<file path="src/rtl/adder_tree_sched_if.sv">
// Requester and result handshakes for the shared adder-tree scheduler.
// master = requesters/consumer side, slave = scheduler side.
interface adder_tree_sched_if #(
  parameter int NUM   = 18,
  parameter int LEN   = 16,
  parameter int LEVEL = 5,
  parameter int REQ   = 4
);
  localparam int IW = (REQ > 1) ? $clog2(REQ) : 1;

  logic [REQ-1:0]         req_valid;
  logic [REQ*NUM*LEN-1:0] req_data;
  logic [REQ-1:0]         req_ready;
  logic                   res_valid;
  logic                   res_ready;
  logic [IW-1:0]          res_id;
  logic [LEN+LEVEL-1:0]   res_sum;

  modport master (
    output req_valid, req_data, res_ready,
    input  req_ready, res_valid, res_id, res_sum
  );

  modport slave (
    input  req_valid, req_data, res_ready,
    output req_ready, res_valid, res_id, res_sum
  );
endinterface

</file>
<file path="src/rtl/adder_tree_sched.sv">
// Round-robin scheduler sharing one pipelined adder tree between
// requesters, with tag realignment and a credit-guarded result FIFO.
module adder_tree_sched #(
  parameter int NUM       = 18,
  parameter int LEN       = 16,
  parameter int LEVEL     = 5,
  parameter int LAT       = 5,
  parameter int REQ       = 4,
  parameter int RES_DEPTH = 8
) (
  input  logic                 clk,
  input  logic                 rst_n,
  adder_tree_sched_if.slave    bus,
  output logic [NUM*LEN-1:0]   tree_in,
  input  logic [LEN+LEVEL-1:0] tree_sum,
  output logic                 busy
);
  localparam int IW = (REQ > 1) ? $clog2(REQ) : 1;
  localparam int SW = LEN + LEVEL;
  localparam int VW = NUM * LEN;
  localparam int PW = (RES_DEPTH > 1) ? $clog2(RES_DEPTH) : 1;
  localparam int CW = $clog2(RES_DEPTH + 1);
  localparam int OW = $clog2(LAT + RES_DEPTH + 1);

  logic [IW-1:0]  ptr;
  logic [IW-1:0]  sel;
  logic [IW-1:0]  cand;
  logic           issue;
  logic           can_issue;
  logic [OW-1:0]  outstanding;

  logic [LAT-1:0] tag_v;
  logic [IW-1:0]  tag_id [LAT];

  logic [SW-1:0]  sum_mem [RES_DEPTH];
  logic [IW-1:0]  id_mem  [RES_DEPTH];
  logic [PW-1:0]  wr_ptr;
  logic [PW-1:0]  rd_ptr;
  logic [CW-1:0]  count;
  logic           push;
  logic           pop;

  // Credits cover every issue not yet popped, so a push never overflows.
  always_comb begin
    outstanding = OW'(count);
    for (int i = 0; i < LAT; i++)
      outstanding = outstanding + OW'(tag_v[i]);
  end

  assign can_issue = rst_n && (outstanding < OW'(RES_DEPTH));

  always_comb begin
    issue = 1'b0;
    sel   = '0;
    cand  = '0;
    for (int i = 0; i < REQ; i++) begin
      cand = IW'((int'(ptr) + i) % REQ);
      if (!issue && can_issue && bus.req_valid[cand]) begin
        issue = 1'b1;
        sel   = cand;
      end
    end
  end

  always_comb begin
    bus.req_ready = '0;
    if (issue)
      bus.req_ready[sel] = 1'b1;
  end

  assign push = tag_v[LAT-1];
  assign pop  = bus.res_valid & bus.res_ready;

  always_ff @(posedge clk or negedge rst_n) begin
    if (!rst_n) begin
      tree_in <= '0;
      ptr     <= '0;
      tag_v   <= '0;
      for (int i = 0; i < LAT; i++)
        tag_id[i] <= '0;
    end else begin
      tag_v[0]  <= issue;
      tag_id[0] <= sel;
      for (int i = 1; i < LAT; i++) begin
        tag_v[i]  <= tag_v[i-1];
        tag_id[i] <= tag_id[i-1];
      end
      if (issue) begin
        tree_in <= bus.req_data[int'(sel)*VW +: VW];
        ptr     <= (sel == IW'(REQ - 1)) ? '0 : sel + 1'b1;
      end
    end
  end

  always_ff @(posedge clk or negedge rst_n) begin
    if (!rst_n) begin
      wr_ptr <= '0;
      rd_ptr <= '0;
      count  <= '0;
    end else begin
      if (push)
        wr_ptr <= (wr_ptr == PW'(RES_DEPTH - 1)) ? '0 : wr_ptr + 1'b1;
      if (pop)
        rd_ptr <= (rd_ptr == PW'(RES_DEPTH - 1)) ? '0 : rd_ptr + 1'b1;
      count <= count + CW'(push) - CW'(pop);
    end
  end

  always_ff @(posedge clk) begin
    if (push) begin
      sum_mem[wr_ptr] <= tree_sum;
      id_mem[wr_ptr]  <= tag_id[LAT-1];
    end
  end

  assign bus.res_valid = (count != '0);
  assign bus.res_id    = id_mem[rd_ptr];
  assign bus.res_sum   = sum_mem[rd_ptr];
  assign busy          = (|tag_v) | bus.res_valid;
endmodule
</file>
<file path="src/flat_wrapper.sv">
// flat-port wrapper written by rule: the top's interface ports become plain ports
module adder_tree_sched_flat 
#(
  parameter int NUM       = 18,
  parameter int LEN       = 16,
  parameter int LEVEL     = 5,
  parameter int LAT       = 5,
  parameter int REQ       = 4,
  parameter int RES_DEPTH = 8
)
  (clk, rst_n, tree_in, tree_sum, busy, bus_req_valid, bus_req_data, bus_res_ready, bus_req_ready, bus_res_valid, bus_res_id, bus_res_sum);
  adder_tree_sched_if #(.NUM(NUM), .LEN(LEN), .LEVEL(LEVEL), .REQ(REQ)) bus_i ();
  input  logic clk;
  input  logic rst_n;
  output logic [NUM*LEN-1:0] tree_in;
  input  logic [LEN+LEVEL-1:0] tree_sum;
  output logic busy;
  input wire logic [$bits(bus_i.req_valid)-1:0] bus_req_valid;
  input wire logic [$bits(bus_i.req_data)-1:0] bus_req_data;
  input wire logic [$bits(bus_i.res_ready)-1:0] bus_res_ready;
  output wire logic [$bits(bus_i.req_ready)-1:0] bus_req_ready;
  output wire logic [$bits(bus_i.res_valid)-1:0] bus_res_valid;
  output wire logic [$bits(bus_i.res_id)-1:0] bus_res_id;
  output wire logic [$bits(bus_i.res_sum)-1:0] bus_res_sum;
  assign bus_i.req_valid = bus_req_valid;
  assign bus_i.req_data = bus_req_data;
  assign bus_i.res_ready = bus_res_ready;
  assign bus_req_ready = bus_i.req_ready;
  assign bus_res_valid = bus_i.res_valid;
  assign bus_res_id = bus_i.res_id;
  assign bus_res_sum = bus_i.res_sum;
  adder_tree_sched #(.NUM(NUM), .LEN(LEN), .LEVEL(LEVEL), .LAT(LAT), .REQ(REQ), .RES_DEPTH(RES_DEPTH)) u_core (.clk(clk), .rst_n(rst_n), .bus(bus_i), .tree_in(tree_in), .tree_sum(tree_sum), .busy(busy));
endmodule
</file>
<file path="config.mk">
export PLATFORM = sky130hd
export DESIGN_NAME = adder_tree_sched_flat
export DESIGN_NICKNAME = d
export VERILOG_FILES = /design/src/rtl/adder_tree_sched_if.sv /design/src/rtl/adder_tree_sched.sv /design/src/flat_wrapper.sv
export SDC_FILE = /design/constraint.sdc
export NUM_CORES = 1
export LEC_CHECK = 0
export ABC_CLOCK_PERIOD_IN_PS = 4500
export CORE_AREA = 2 2 583 585
export CTS_CLUSTER_SIZE = 28
export DETAILED_ROUTE_END_ITERATION = 7
export DIE_AREA = 0 0 585 587
export GPL_TIMING_DRIVEN = 0
export PLACE_DENSITY = 0.31
export SKIP_CTS_REPAIR_TIMING = 1
export SYNTH_ARGS = -nofsm -noshare
export SYNTH_HDL_FRONTEND = slang
export SYNTH_SLANG_ARGS = --single-unit
export TNS_END_PERCENT = 5
</file>
<file path="constraint.sdc">
create_clock -name clk -period 4.5 [get_ports clk]
set_input_delay 0.9 -clock clk [delete_from_list [all_inputs] [get_ports clk]]
set_output_delay 0.9 -clock clk [all_outputs]
set_load 0.05 [all_outputs]
</file>
# ---- Word level (Yosys, flattened, before mapping)
# Memory sizes are Yosys's and may differ from the RTL's.
# Index checks and enable logic that the tools add are counted.
dict set report word_totals {
  regBits 315
  mem_bits_rw 184
  input_bits 1180
  output_inout_bits 317
  elab_cells 78
  memories 2
}
dict set report classes {
  add_sub_neg 13
  n_mul 1
  magnitude_cmp 7
  n_eq_ne 3
  shifts 1
  n_mux 24
  n_bitwise 2
  n_reduce_logical 14
}
# memory words word_bits read_ports rd_ports_with_merged_regs wr line_no
set memory_table {}
lappend memory_table {u_core.sum_mem 8 21 1 0 1 adder_tree_sched.sv:35} ;# logic [SW-1:0] sum_mem [RES_DEPTH];
lappend memory_table {u_core.id_mem 8 2 1 0 1 adder_tree_sched.sv:36} ;# logic [IW-1:0] id_mem [RES_DEPTH];
# cell count
set ops {}
lappend ops {{indexed part select 1152 x 32 -> 288 bit} 1}
lappend ops {{adder 4 x 1 -> 4 bit} 6}
lappend ops {{less-than comparator 2 x 3 -> 1 bit (second input constant)} 5}
lappend ops {{two-way mux 1 bit} 11}
lappend ops {{two-way mux 2 bit} 5}
lappend ops {{logical AND 1 bit} 9}
lappend ops {{binary-select mux 1 bit (select 2 bit)} 4}
lappend ops {{adder 3 x 1 -> 3 bit (second input constant)} 2}
lappend ops {{equality test 3 bit (second input constant)} 2}
lappend ops {{multiplier 2 x 4 -> 6 bit (second input constant)} 1}
lappend ops {{two-way mux 3 bit} 2}
lappend ops {{OR reduction 5 bit} 1}
lappend ops {{adder 2 x 1 -> 2 bit (second input constant)} 2}
lappend ops {{adder 2 bit (second input constant)} 2}
lappend ops {{less-than comparator 4 bit (second input constant)} 1}
lappend ops {{two-way mux 4 bit} 1}
lappend ops {{nonzero test 4 bit} 1}
lappend ops {{subtractor 4 x 1 -> 4 bit} 1}
lappend ops {{zero test 1 bit} 3}
lappend ops {{demux 1 bit (select 2 bit)} 1}
lappend ops {{equality test 2 bit (second input constant)} 1}
lappend ops {{>= comparator 2 x 1 -> 1 bit (second input constant)} 1}
lappend ops {{bitwise AND 1 bit} 1}
lappend ops {{OR 1 bit} 1}

# ---- Depth between registers and ports, before layout
# Gate-level depths: netlist of run 1.
dict set report depth {
  depth_word 26
  ltp_mapped 13
  mapped_depth_nobuf 11
}

# ---- Least setup slack after synthesis of run 1
# No wires, ideal clock.
dict set report synth_path {
  path_kind {flip-flop to output port}
  startpoint {reg u_core.count[0]}
  endpoint {out bus_req_ready[2]}
  arrival_time_ps 3510
  required_time_ps 3600
  setup_slack_ps 90
  path_stages_with_launch 14
  path_buffers 3
  cell_sequence {dfrtp_1 fa_1 fa_1 ha_1 a31o_1 a21oi_2 mux2i_1 buf_4 buf_4 buf_4 nor2_1 inv_1 ha_1 and2_1}
}
dict set report synth_via {
  elab_chain_cells 26
  elab_cells_between_ends 31
  cone_classes {add/sub (5); order compare (3); mux (11); reduce/logical (12)}
}
# element line_no
set synth_rtl {}
lappend synth_rtl {{start: declaration} adder_tree_sched.sv:39} ;# logic [CW-1:0] count;
lappend synth_rtl {{start signal: assignment} adder_tree_sched.sv:105} ;# count <= count + CW'(push) - CW'(pop);
lappend synth_rtl {{adder 4 x 1 -> 4 bit * (5 in a row)} adder_tree_sched.sv:47} ;# outstanding = outstanding + OW'(tag_v[i]);
lappend synth_rtl {{less-than comparator 4 bit *} adder_tree_sched.sv:50} ;# assign can_issue = rst_n && (outstanding < OW'(RES_DEPTH));
lappend synth_rtl {{logical AND 1 bit *} adder_tree_sched.sv:50}
lappend synth_rtl {{logical AND 1 bit} adder_tree_sched.sv:58} ;# if (!issue && can_issue && bus.req_valid[cand]) begin
lappend synth_rtl {{two-way mux 1 bit} adder_tree_sched.sv:58}
lappend synth_rtl {{zero test 1 bit} adder_tree_sched.sv:58}
lappend synth_rtl {{logical AND 1 bit (2 in a row)} adder_tree_sched.sv:58}
lappend synth_rtl {{two-way mux 1 bit} adder_tree_sched.sv:58}
lappend synth_rtl {{(+5 left out)} -}
lappend synth_rtl {{logical AND 1 bit (2 in a row)} adder_tree_sched.sv:58}
lappend synth_rtl {{two-way mux 2 bit *} adder_tree_sched.sv:58}
lappend synth_rtl {{named net u_core.sel[0]} adder_tree_sched.sv:26} ;# logic [IW-1:0] sel;
lappend synth_rtl {{less-than comparator 2 x 3 -> 1 bit (not written as such) or >= comparator 2 x 1 -> 1 bit (tied branches)} adder_tree_sched.sv:68} ;# bus.req_ready[sel] = 1'b1;
lappend synth_rtl {{logical AND 1 bit (not written as such)} adder_tree_sched.sv:68}
lappend synth_rtl {{two-way mux 1 bit (not written as such)} adder_tree_sched.sv:68}
lappend synth_rtl {{demux 1 bit (select 2 bit) *} -}
lappend synth_rtl {{two-way mux 4 bit *} adder_tree_sched.sv:67} ;# if (issue)
lappend synth_rtl {{end: declaration} flat_wrapper.sv:21} ;# output wire logic [$bits(bus_i.req_ready)-1:0] bus_req_ready;
# The timed path passes the listed nets; every way through them passes the cells marked *.

# ---- Final worst setup path of run 1
dict set report layout_path {
  startpoint {reg u_core.tag_v[2]}
  endpoint {out bus_req_ready[2]}
}
dict set report layout_via {
  elab_chain_cells 24
  elab_cells_between_ends 29
  cone_classes {add/sub (3); order compare (3); mux (11); reduce/logical (12)}
}
# element line_no
set layout_rtl {}
lappend layout_rtl {{start: declaration} adder_tree_sched.sv:32} ;# logic [LAT-1:0] tag_v;
lappend layout_rtl {{start signal: indexed assignment} adder_tree_sched.sv:85} ;# tag_v[i] <= tag_v[i-1];
lappend layout_rtl {{adder 4 x 1 -> 4 bit * (3 in a row)} adder_tree_sched.sv:47}
lappend layout_rtl {{less-than comparator 4 bit *} adder_tree_sched.sv:50}
lappend layout_rtl {{logical AND 1 bit *} adder_tree_sched.sv:50}
lappend layout_rtl {{logical AND 1 bit} adder_tree_sched.sv:58}
lappend layout_rtl {{two-way mux 1 bit} adder_tree_sched.sv:58}
lappend layout_rtl {{zero test 1 bit} adder_tree_sched.sv:58}
lappend layout_rtl {{logical AND 1 bit (2 in a row)} adder_tree_sched.sv:58}
lappend layout_rtl {{two-way mux 1 bit} adder_tree_sched.sv:58}
lappend layout_rtl {{(+5 left out)} -}
lappend layout_rtl {{logical AND 1 bit (2 in a row)} adder_tree_sched.sv:58}
lappend layout_rtl {{two-way mux 2 bit *} adder_tree_sched.sv:58}
lappend layout_rtl {{named net u_core.sel[0]} adder_tree_sched.sv:26}
lappend layout_rtl {{less-than comparator 2 x 3 -> 1 bit (not written as such) or >= comparator 2 x 1 -> 1 bit (tied branches)} adder_tree_sched.sv:68}
lappend layout_rtl {{logical AND 1 bit (not written as such)} adder_tree_sched.sv:68}
lappend layout_rtl {{two-way mux 1 bit (not written as such)} adder_tree_sched.sv:68}
lappend layout_rtl {{demux 1 bit (select 2 bit) *} -}
lappend layout_rtl {{two-way mux 4 bit *} adder_tree_sched.sv:67}
# Marked as above.

==> results of run 1 <==
layout by cell type, fill, tap and decap left out, drive strengths merged, types with 2 or more instances in the layout:
cell,n
and2,6
nor2,13
nand2b,6
a221oi,288
edfxtp,184
mux4,46
a21oi,3
o21ai,3
buf,165
o22a,2
clkdlybuf4s50,1484
ha,16
clkbuf,194
nand2,8
o32ai,287
bufinv,5
dlymetal6s2s,7
dfrtp,315
inv,300
mux2i,289
o22ai,2
nor3,5
mux2,28
nor2b,3
diode,46
a21o,3
fa,3
clkinv,14
cell type report:
cell class              count  area, um^2
diodes                     46       115.1
repair buffers           1529       15480
plain buffers             202        1171
multi-input cells        1024       11340
fillers                 37930      287000
well taps                4536        5675
flip-flops and latches    499       13410
clock inverters            21       227.7
inverters                 299        1136
clock buffers             119        2328
critical path, cell delays in order, from the launching register on:
cell     delay [ns]
dfrtp_1        0.40
fa_1           0.50
fa_2           0.37
ha_4           0.25
a31o_4         0.23
a21oi_4        0.18
mux2i_4        0.32
buf_12         0.18
buf_16         0.14
buf_16         0.14
nor2_4         0.07
inv_2          0.08
ha_1           0.13
and2_4         0.19
buf_8          0.16
stage by stage:
step	total power, mW	setup slack, ns	hold WS, ns	utilization, %
finish	36.34	-0.5324	0.1794	15.06
global placement	29.69	-18.37	0.3315	14.04
global route	37.77	-0.7011	0.1640	15.03
floorplan	18.63	0.09011	0.3312	-
CTS	36.60	-2.809	0.1279	14.91
detailed placement	29.80	-1.987	0.3371	14.16
power by group:
group | switching, mW | total [mW] | internal, mW
registers | 1.39 | 7.63 | 6.24
clock network | 2.73 | 6.52 | 3.79
logic | 15.0 | 22.2 | 7.19
metal layers:
metal  vias to the layer above  global-route usage [%]  share of wire (%)
li1                      11520                       -                  -
met1                     14750                   22.14                 41
met2                      1809                   27.85                 44
met3                       450                   9.821                 13
met4                       164                   3.006                1.9
met5                         -                       0               0.32
sequential cells by signal (all words and copies together) (netlist names):
signal          flops
u_core.count        4
u_core.id_mem      16
u_core.ptr          2
u_core.rd_ptr       3
u_core.sum_mem    168
u_core.tag_id      10
u_core.tag_v        5
u_core.tree_in    288
u_core.wr_ptr       3
how the worst max path moves through the flow:
stage,slack [ns],from,cells after the start,endpoint
floorplan,0.09,u_core.count[0]$_DFF_PN0_,13,bus_req_ready[2]
global placement,-18.37,rst_n,9,bus_req_ready[1]
detailed placement,-1.99,rst_n,10,bus_req_ready[2]
CTS,-2.81,u_core.count[0]$_DFF_PN0_,14,bus_req_ready[2]
global route,-0.70,u_core.tag_v[2]$_DFF_PN0_,14,bus_req_ready[0]
finish,-0.53,u_core.tag_v[2]$_DFF_PN0_,14,bus_req_ready[2]
logic make-up (layout without fill, tap and decap cells):
family          count (synthesis)  count (layout)  synth area share (%)
xor+xnor                        2               2               0.06537
fa+ha+maj                      19              19                0.9710
flops                         499             499                 50.02
buf+inv                       502            2170                 8.099
compound gates                594             594                 24.11
mux                           363             363                 15.83
other cells                     0              46                     0
simple gates                   46              46                0.8964
==> metrics.txt, run 1 <==
# TYPE chip_impl_metric gauge
chip_impl_metric{name="yosysWarningCount",unit=""} 0
chip_impl_metric{name="drt-total-wl",unit="um"} 321400
chip_impl_info{name="top_post_synthesis_cells_by_area",value="dfrtp_1, edfxtp_1, a221oi_2"} 1
chip_impl_info{name="violations",value="max-capacitance violations, max-slew violations, negative setup slack"} 1
chip_impl_metric{name="numClockSinks",unit=""} 499
chip_impl_metric{name="number_of_global_route_vias_before_repair",unit=""} 28830
chip_impl_metric{name="final_design_area_no_fill",unit="um^2"} 50890
chip_impl_metric{name="die_outline_area",unit="um^2"} 343400
chip_impl_metric{name="cap_violations",unit=""} 1
chip_impl_metric{name="seq_area_frac_synth",unit="%"} 50.02
chip_impl_metric{name="final.setup.tns",unit="ns"} -2.049
chip_impl_metric{name="global_router_s_overall_resource_usage",unit="%"} 18.04
chip_impl_info{name="timing_worst_setup_path_type",value="register to output pin"} 1
chip_impl_metric{name="drt-wirelength-per-cell",unit="um"} 38.85
chip_impl_metric{name="placement.io_buffers",unit=""} 1496
chip_impl_metric{name="finalNonFillerCells",unit=""} 8275
chip_impl_metric{name="worst_skew_pair.late_latency",unit="ns"} 0.80
chip_impl_info{name="critPathLaunchType",value="register"} 1
chip_impl_metric{name="hpwl",unit="um"} 278800
chip_impl_metric{name="gp_congestion",unit=""} 0.9402
chip_impl_metric{name="drive_gt1_share",unit="%"} 16.33
chip_impl_metric{name="first_pass_grt_wire_length",unit="um"} 387100
chip_impl_metric{name="grt_start_max_net_pins",unit=""} 83
chip_impl_metric{name="first_iter_violations",unit=""} 2450
chip_impl_metric{name="grt_antenna_before_repair",unit=""} 243
chip_impl_metric{name="report.final.setup_viol",unit=""} 4
chip_impl_metric{name="die_height",unit="um"} 587
chip_impl_info{name="capture_point_of_the_worst_reg_to_reg_path",value="u_core.tree_in[261]$_DFFE_PN0P_"} 1
chip_impl_info{name="reg2reg_from",value="u_core.tag_v[2]$_DFF_PN0_"} 1
chip_impl_metric{name="timing.max_slew.rel_slack",unit="%"} -2.413
chip_impl_metric{name="cts.htree.levels",unit=""} 3
chip_impl_metric{name="post_synth_num_cell_types",unit=""} 45
chip_impl_metric{name="num_rows",unit=""} 214
chip_impl_metric{name="final-hold-violation-count",unit=""} 0
chip_impl_metric{name="gr_overflow_total",unit=""} 0
chip_impl_metric{name="worst-endpoint-required",unit="ns"} 3.60
chip_impl_metric{name="ys_async_sr_fraction",unit="%"} 63.13
chip_impl_metric{name="total_standard_cell_area_after_synthesis",unit="um^2"} 26800
chip_impl_metric{name="clk_transition_reported_paths",unit="ns"} 0.06
chip_impl_metric{name="synth-edff-count",unit=""} 184
chip_impl_metric{name="ioPinCount",unit=""} 1497
chip_impl_metric{name="timing.reg2reg.worst_path_depth",unit=""} 12
chip_impl_metric{name="maxSlewViolCount",unit=""} 11
chip_impl_metric{name="drt-vias-per-instance",unit=""} 3.468
chip_impl_metric{name="final.min_clock_period",unit="ns"} 5.032
chip_impl_metric{name="syn-instance-count",unit=""} 2025
chip_impl_metric{name="reg2reg_setup_slack",unit="ns"} 0.18
chip_impl_metric{name="horizontal_extent_of_the_die",unit="um"} 585
chip_impl_metric{name="core-area",unit="um^2"} 337900
chip_impl_metric{name="timing_worst_slew_pin_value",unit="ns"} 1.536
chip_impl_metric{name="leakage",unit="nW"} 18.73
chip_impl_info{name="synthTopCellsByCount",value="dfrtp_1, inv_1, mux2i_1"} 1
chip_impl_metric{name="area_growth",unit="%"} 89.85
chip_impl_metric{name="numPlacedInstances",unit=""} 8072
chip_impl_metric{name="synth-seq-cells",unit=""} 499
chip_impl_info{name="crit_path_capture_type",value="output pin"} 1
chip_impl_metric{name="max_clock_freq",unit="MHz"} 198.7
chip_impl_info{name="setup_repair_after_global_routing_missed_its_margin",value="true"} 1
chip_impl_metric{name="clock_skew",unit="ns"} 0.05299
chip_impl_metric{name="max_buffers_root_to_sink",unit=""} 4
chip_impl_metric{name="finalCritPeriodShare",unit="%"} 111.8
chip_impl_metric{name="avgSynthCellArea",unit="um^2"} 13.24
chip_impl_info{name="synth_top_cell_by_area",value="dfrtp_1"} 1
chip_impl_info{name="root_buffer",value="clkbuf_16"} 1
chip_impl_metric{name="remaining_routing_drc_violations",unit=""} 0
chip_impl_info{name="dominantRegCellSynth",value="dfrtp_1"} 1
chip_impl_info{name="clock_tree_from_tritoncts",value="yes"} 1
chip_impl_metric{name="drt_first_pass_iters",unit=""} 5
chip_impl_metric{name="layout_setup_ws",unit="ns"} -0.5324
chip_impl_metric{name="power.density",unit="nW/um^2"} 714.2
chip_impl_metric{name="synth_nets",unit=""} 3224
chip_impl_metric{name="irDropWorstVdd",unit="mV"} 0.2577
chip_impl_metric{name="initial_core_util",unit="%"} 7.932
chip_impl_metric{name="num_vias",unit=""} 28700
chip_impl_metric{name="synthDominantCellAreaShare",unit="%"} 29.41
chip_impl_info{name="synth_most_common_cell",value="dfrtp_1"} 1
chip_impl_metric{name="detailed_place.area",unit="um^2"} 47830
chip_impl_metric{name="critPathMaxFanout",unit=""} 5
chip_impl_metric{name="tritoncts.num_buffers",unit=""} 79
chip_impl_metric{name="finish.net_count",unit=""} 4833
chip_impl_metric{name="antenna_violating_nets_post_route",unit=""} 0
chip_impl_metric{name="worstPathArrival",unit="ns"} 4.13
chip_impl_info{name="result_of_the_run",value="finished, violations left"} 1
chip_impl_info{name="min_path_type",value="primary input to asynchronous set/reset pin"} 1
(Power assumes the default switching activity.)
==> run 2: changes to the inputs <==
CAP_MARGIN = 0   (was unset)
TNS_END_PERCENT = unset   (was 5)
==> results of run 2 <==
Final layout, timing and power as in run 1 (identical DEF).
==> run 3: changes to the inputs <==
CORE_AREA = 2 2 575 577   (was 2 2 583 585)
DIE_AREA = 0 0 577 579   (was 0 0 585 587)
==> run 3 against run 2 <==
Hold slack worse by 0.088 ns. Highest routed layer unchanged. The run ends with negative setup slack left. Routed wire length down 3.7%. Sequential power shrank 1%. Largest cell class unchanged.
==> metrics.txt, run 3 (synthesis gave the netlist of run 1 again) <==
# TYPE chip_impl_metric gauge
chip_impl_metric{name="finalNonFillerCells",unit=""} 8107
chip_impl_metric{name="drt_first_pass_iters",unit=""} 5
chip_impl_metric{name="area_growth",unit="%"} 89.19
chip_impl_metric{name="pint",unit="mW"} 17.22
chip_impl_metric{name="grt_antenna_before_repair",unit=""} 222
chip_impl_metric{name="horizontal_extent_of_the_die",unit="um"} 577
chip_impl_metric{name="drt-vias-per-instance",unit=""} 3.509
chip_impl_info{name="critPathLaunchType",value="register"} 1
chip_impl_info{name="violations",value="negative setup slack"} 1
chip_impl_metric{name="finish.net_count",unit=""} 4831
chip_impl_info{name="critical_path.slowest_cell",value="fa_1"} 1
chip_impl_info{name="mostFrequentLayoutCell",value="clkdlybuf4s50_1"} 1
chip_impl_metric{name="final-hold-violation-count",unit=""} 0
chip_impl_info{name="timing.critical_path.max_delay_family",value="adder cells"} 1
chip_impl_metric{name="die_outline_area",unit="um^2"} 334100
chip_impl_metric{name="worst-endpoint-required",unit="ns"} 3.60
chip_impl_metric{name="gr_overflow_total",unit=""} 0
chip_impl_info{name="setup_repair_after_global_routing_missed_its_margin",value="true"} 1
chip_impl_metric{name="max_clock_freq",unit="MHz"} 198.6
chip_impl_metric{name="initial_core_util",unit="%"} 8.155
chip_impl_info{name="register_with_the_most_flip_flops",value="u_core.tree_in"} 1
chip_impl_metric{name="gp_congestion",unit=""} 0.9254
chip_impl_info{name="timing_worst_setup_path_type",value="register to output pin"} 1
chip_impl_metric{name="first_iter_violations",unit=""} 2336
chip_impl_metric{name="drt-total-wl",unit="um"} 309500
chip_impl_metric{name="seq_power_share",unit="%"} 20.9
chip_impl_metric{name="num_rows",unit=""} 211
chip_impl_metric{name="clock_power_share",unit="%"} 18.0
chip_impl_metric{name="total_switching_power",unit="mW"} 18.88
chip_impl_metric{name="timing.max_slew.rel_slack",unit="%"} 12.50
chip_impl_info{name="top_regs",value="u_core.tree_in (288), u_core.sum_mem (168), u_core.id_mem (16)"} 1
chip_impl_metric{name="power_switching_share",unit="%"} 52.30
chip_impl_metric{name="timing_worst_slew_pin_value",unit="ns"} 1.313
chip_impl_metric{name="reg2reg_setup_slack",unit="ns"} 0.30
chip_impl_info{name="crit_chain",value="fa_1 -> fa_2 -> ha_4 -> a31o_4 -> a21oi_4 -> mux2i_4 -> buf_12 -> buf_16 -> buf_16 -> nor2_4 -> inv_2 -> ha_2 -> and2_4 -> buf_12"} 1
chip_impl_metric{name="worst_path_largest_cell_delay",unit="ns"} 0.50
chip_impl_metric{name="global_router_s_overall_resource_usage",unit="%"} 17.77
chip_impl_metric{name="drive_gt1_share",unit="%"} 16.38
chip_impl_metric{name="drt-wirelength-per-cell",unit="um"} 38.18
chip_impl_metric{name="placement.io_buffers",unit=""} 1496
chip_impl_metric{name="ioPinCount",unit=""} 1497
chip_impl_info{name="min_path_type",value="primary input to asynchronous set/reset pin"} 1
chip_impl_metric{name="final.min_clock_period",unit="ns"} 5.036
chip_impl_metric{name="timing.reg2reg.worst_path_depth",unit=""} 12
chip_impl_metric{name="worstPathBufferInverterCount",unit=""} 5
chip_impl_metric{name="hpwl",unit="um"} 267300
chip_impl_metric{name="worstPathArrival",unit="ns"} 4.14
chip_impl_metric{name="maxSlewViolCount",unit=""} 0
chip_impl_metric{name="grt_start_max_net_pins",unit=""} 79
chip_impl_metric{name="report.final.setup_viol",unit=""} 4
chip_impl_metric{name="first_pass_grt_wire_length",unit="um"} 373500
chip_impl_metric{name="core-area",unit="um^2"} 328700
chip_impl_metric{name="clk_transition_reported_paths",unit="ns"} 0.06
chip_impl_metric{name="layout_setup_ws",unit="ns"} -0.5360
chip_impl_metric{name="largest_register_ff_count",unit=""} 288
chip_impl_metric{name="antenna_violating_nets_post_route",unit=""} 0
chip_impl_metric{name="numPlacedInstances",unit=""} 7901
chip_impl_metric{name="share_comb_of_total_power",unit="%"} 61.1
chip_impl_metric{name="critical_path_depth",unit=""} 14
chip_impl_metric{name="worst_skew_pair.late_latency",unit="ns"} 0.81
chip_impl_metric{name="leakage",unit="nW"} 18.71
chip_impl_info{name="root_buffer",value="clkbuf_16"} 1
chip_impl_metric{name="critPathMaxFanout",unit=""} 6
chip_impl_metric{name="remaining_routing_drc_violations",unit=""} 0
chip_impl_metric{name="number_of_global_route_vias_before_repair",unit=""} 28780
chip_impl_metric{name="finalCritPeriodShare",unit="%"} 111.9
chip_impl_metric{name="clock_skew",unit="ns"} 0.06684
chip_impl_metric{name="layout.core_utilization",unit="%"} 15.43
chip_impl_metric{name="max_buffers_root_to_sink",unit=""} 4
chip_impl_metric{name="die_height",unit="um"} 579
chip_impl_info{name="result_of_the_run",value="finished, violations left"} 1
chip_impl_metric{name="numClockSinks",unit=""} 499
chip_impl_info{name="clock_tree_from_tritoncts",value="yes"} 1
chip_impl_metric{name="num_vias",unit=""} 28450
chip_impl_info{name="final_cell_mix",value="clkdlybuf4s50_1, dfrtp_1, inv_1"} 1
chip_impl_metric{name="cts.htree.levels",unit=""} 3
chip_impl_metric{name="irDropWorstVdd",unit="mV"} 0.2923
chip_impl_metric{name="tritoncts.num_buffers",unit=""} 79
chip_impl_metric{name="power.density",unit="nW/um^2"} 711.8
chip_impl_metric{name="cap_violations",unit=""} 0
chip_impl_info{name="crit_path_capture_type",value="output pin"} 1
## run 3: worst register-to-register path, stage by stage (launching register included)
cell and delay, ns:
dfrtp_1 0.41, fa_1 0.50, fa_2 0.37, ha_4 0.25
a31o_4 0.23, a21oi_4 0.21, mux2i_4 0.36, buf_12 0.19
buf_4 0.17, buf_2 0.57, buf_2 0.47, o32ai_1 0.17
a221oi_2 0.20
## run 3: layout make-up
cell class / count / area, um^2
antenna: 53 / 132.6
clock buffer: 106 / 2188
timing repair buffer: 1526 / 15490
tap: 4366 / 5463
buffer: 203 / 1172
fill: 36820 / 278000
multi-input combinational: 1024 / 11350
clock inverter: 31 / 371.6
sequential: 499 / 13410
inverter: 299 / 1127
## run 3: final timing paths
kind | end | from
worst max register to register | u_core.tree_in[279]$_DFFE_PN0P_ | u_core.tag_v[2]$_DFF_PN0_
worst min-delay path | u_core.tree_in[67]$_DFFE_PN0P_ | rst_n
min in group clk | u_core.tag_id[3]$_DFF_PN0_ | u_core.tag_id[5]$_DFF_PN0_
worst min register to register | u_core.tag_id[3]$_DFF_PN0_ | u_core.tag_id[5]$_DFF_PN0_
worst max-delay path | bus_req_ready[0] | u_core.tag_v[2]$_DFF_PN0_
max in group asynchronous | u_core.tree_in[134]$_DFFE_PN0P_ | rst_n
## run 3: power groups by stage
stage,Combinational [mW],Clock [mW],Sequential (mW)
CTS,22.0,6.73,7.58
detailed placement,21.9,0,7.64
global route,22.9,6.87,7.70
floorplan,7.62,0,11.0
finish,22.1,6.49,7.55
global placement,21.8,0,7.66
## run 3: per-layer routing
metal / track usage, % / wire length (um) / vias to the layer above
met2: 27.15 / 134500 / 1755
met5: 0 / 877 / -
met3: 7.139 / 31720 / 381
met4: 3.613 / 6854 / 136
met1: 23.39 / 135600 / 14650
li1: - / - / 11530
## run 3: through the flow
stage	total power, mW	worst slack [ns]	instance area (um^2)	setup TNS [ns]	hold WS [ns]
after floorplan	18.63	0.09011	26800	0	0.3312
after global placement	29.47	-18.11	47240	-	0.3316
after detailed placement	29.55	-1.907	47620	-133.14	0.3347
after CTS	36.31	-2.568	50180	-35.31	-0.09089
after global routing	37.50	-0.7396	50600	-2.893	0.04732
final	36.10	-0.5360	50710	-2.092	0.09113
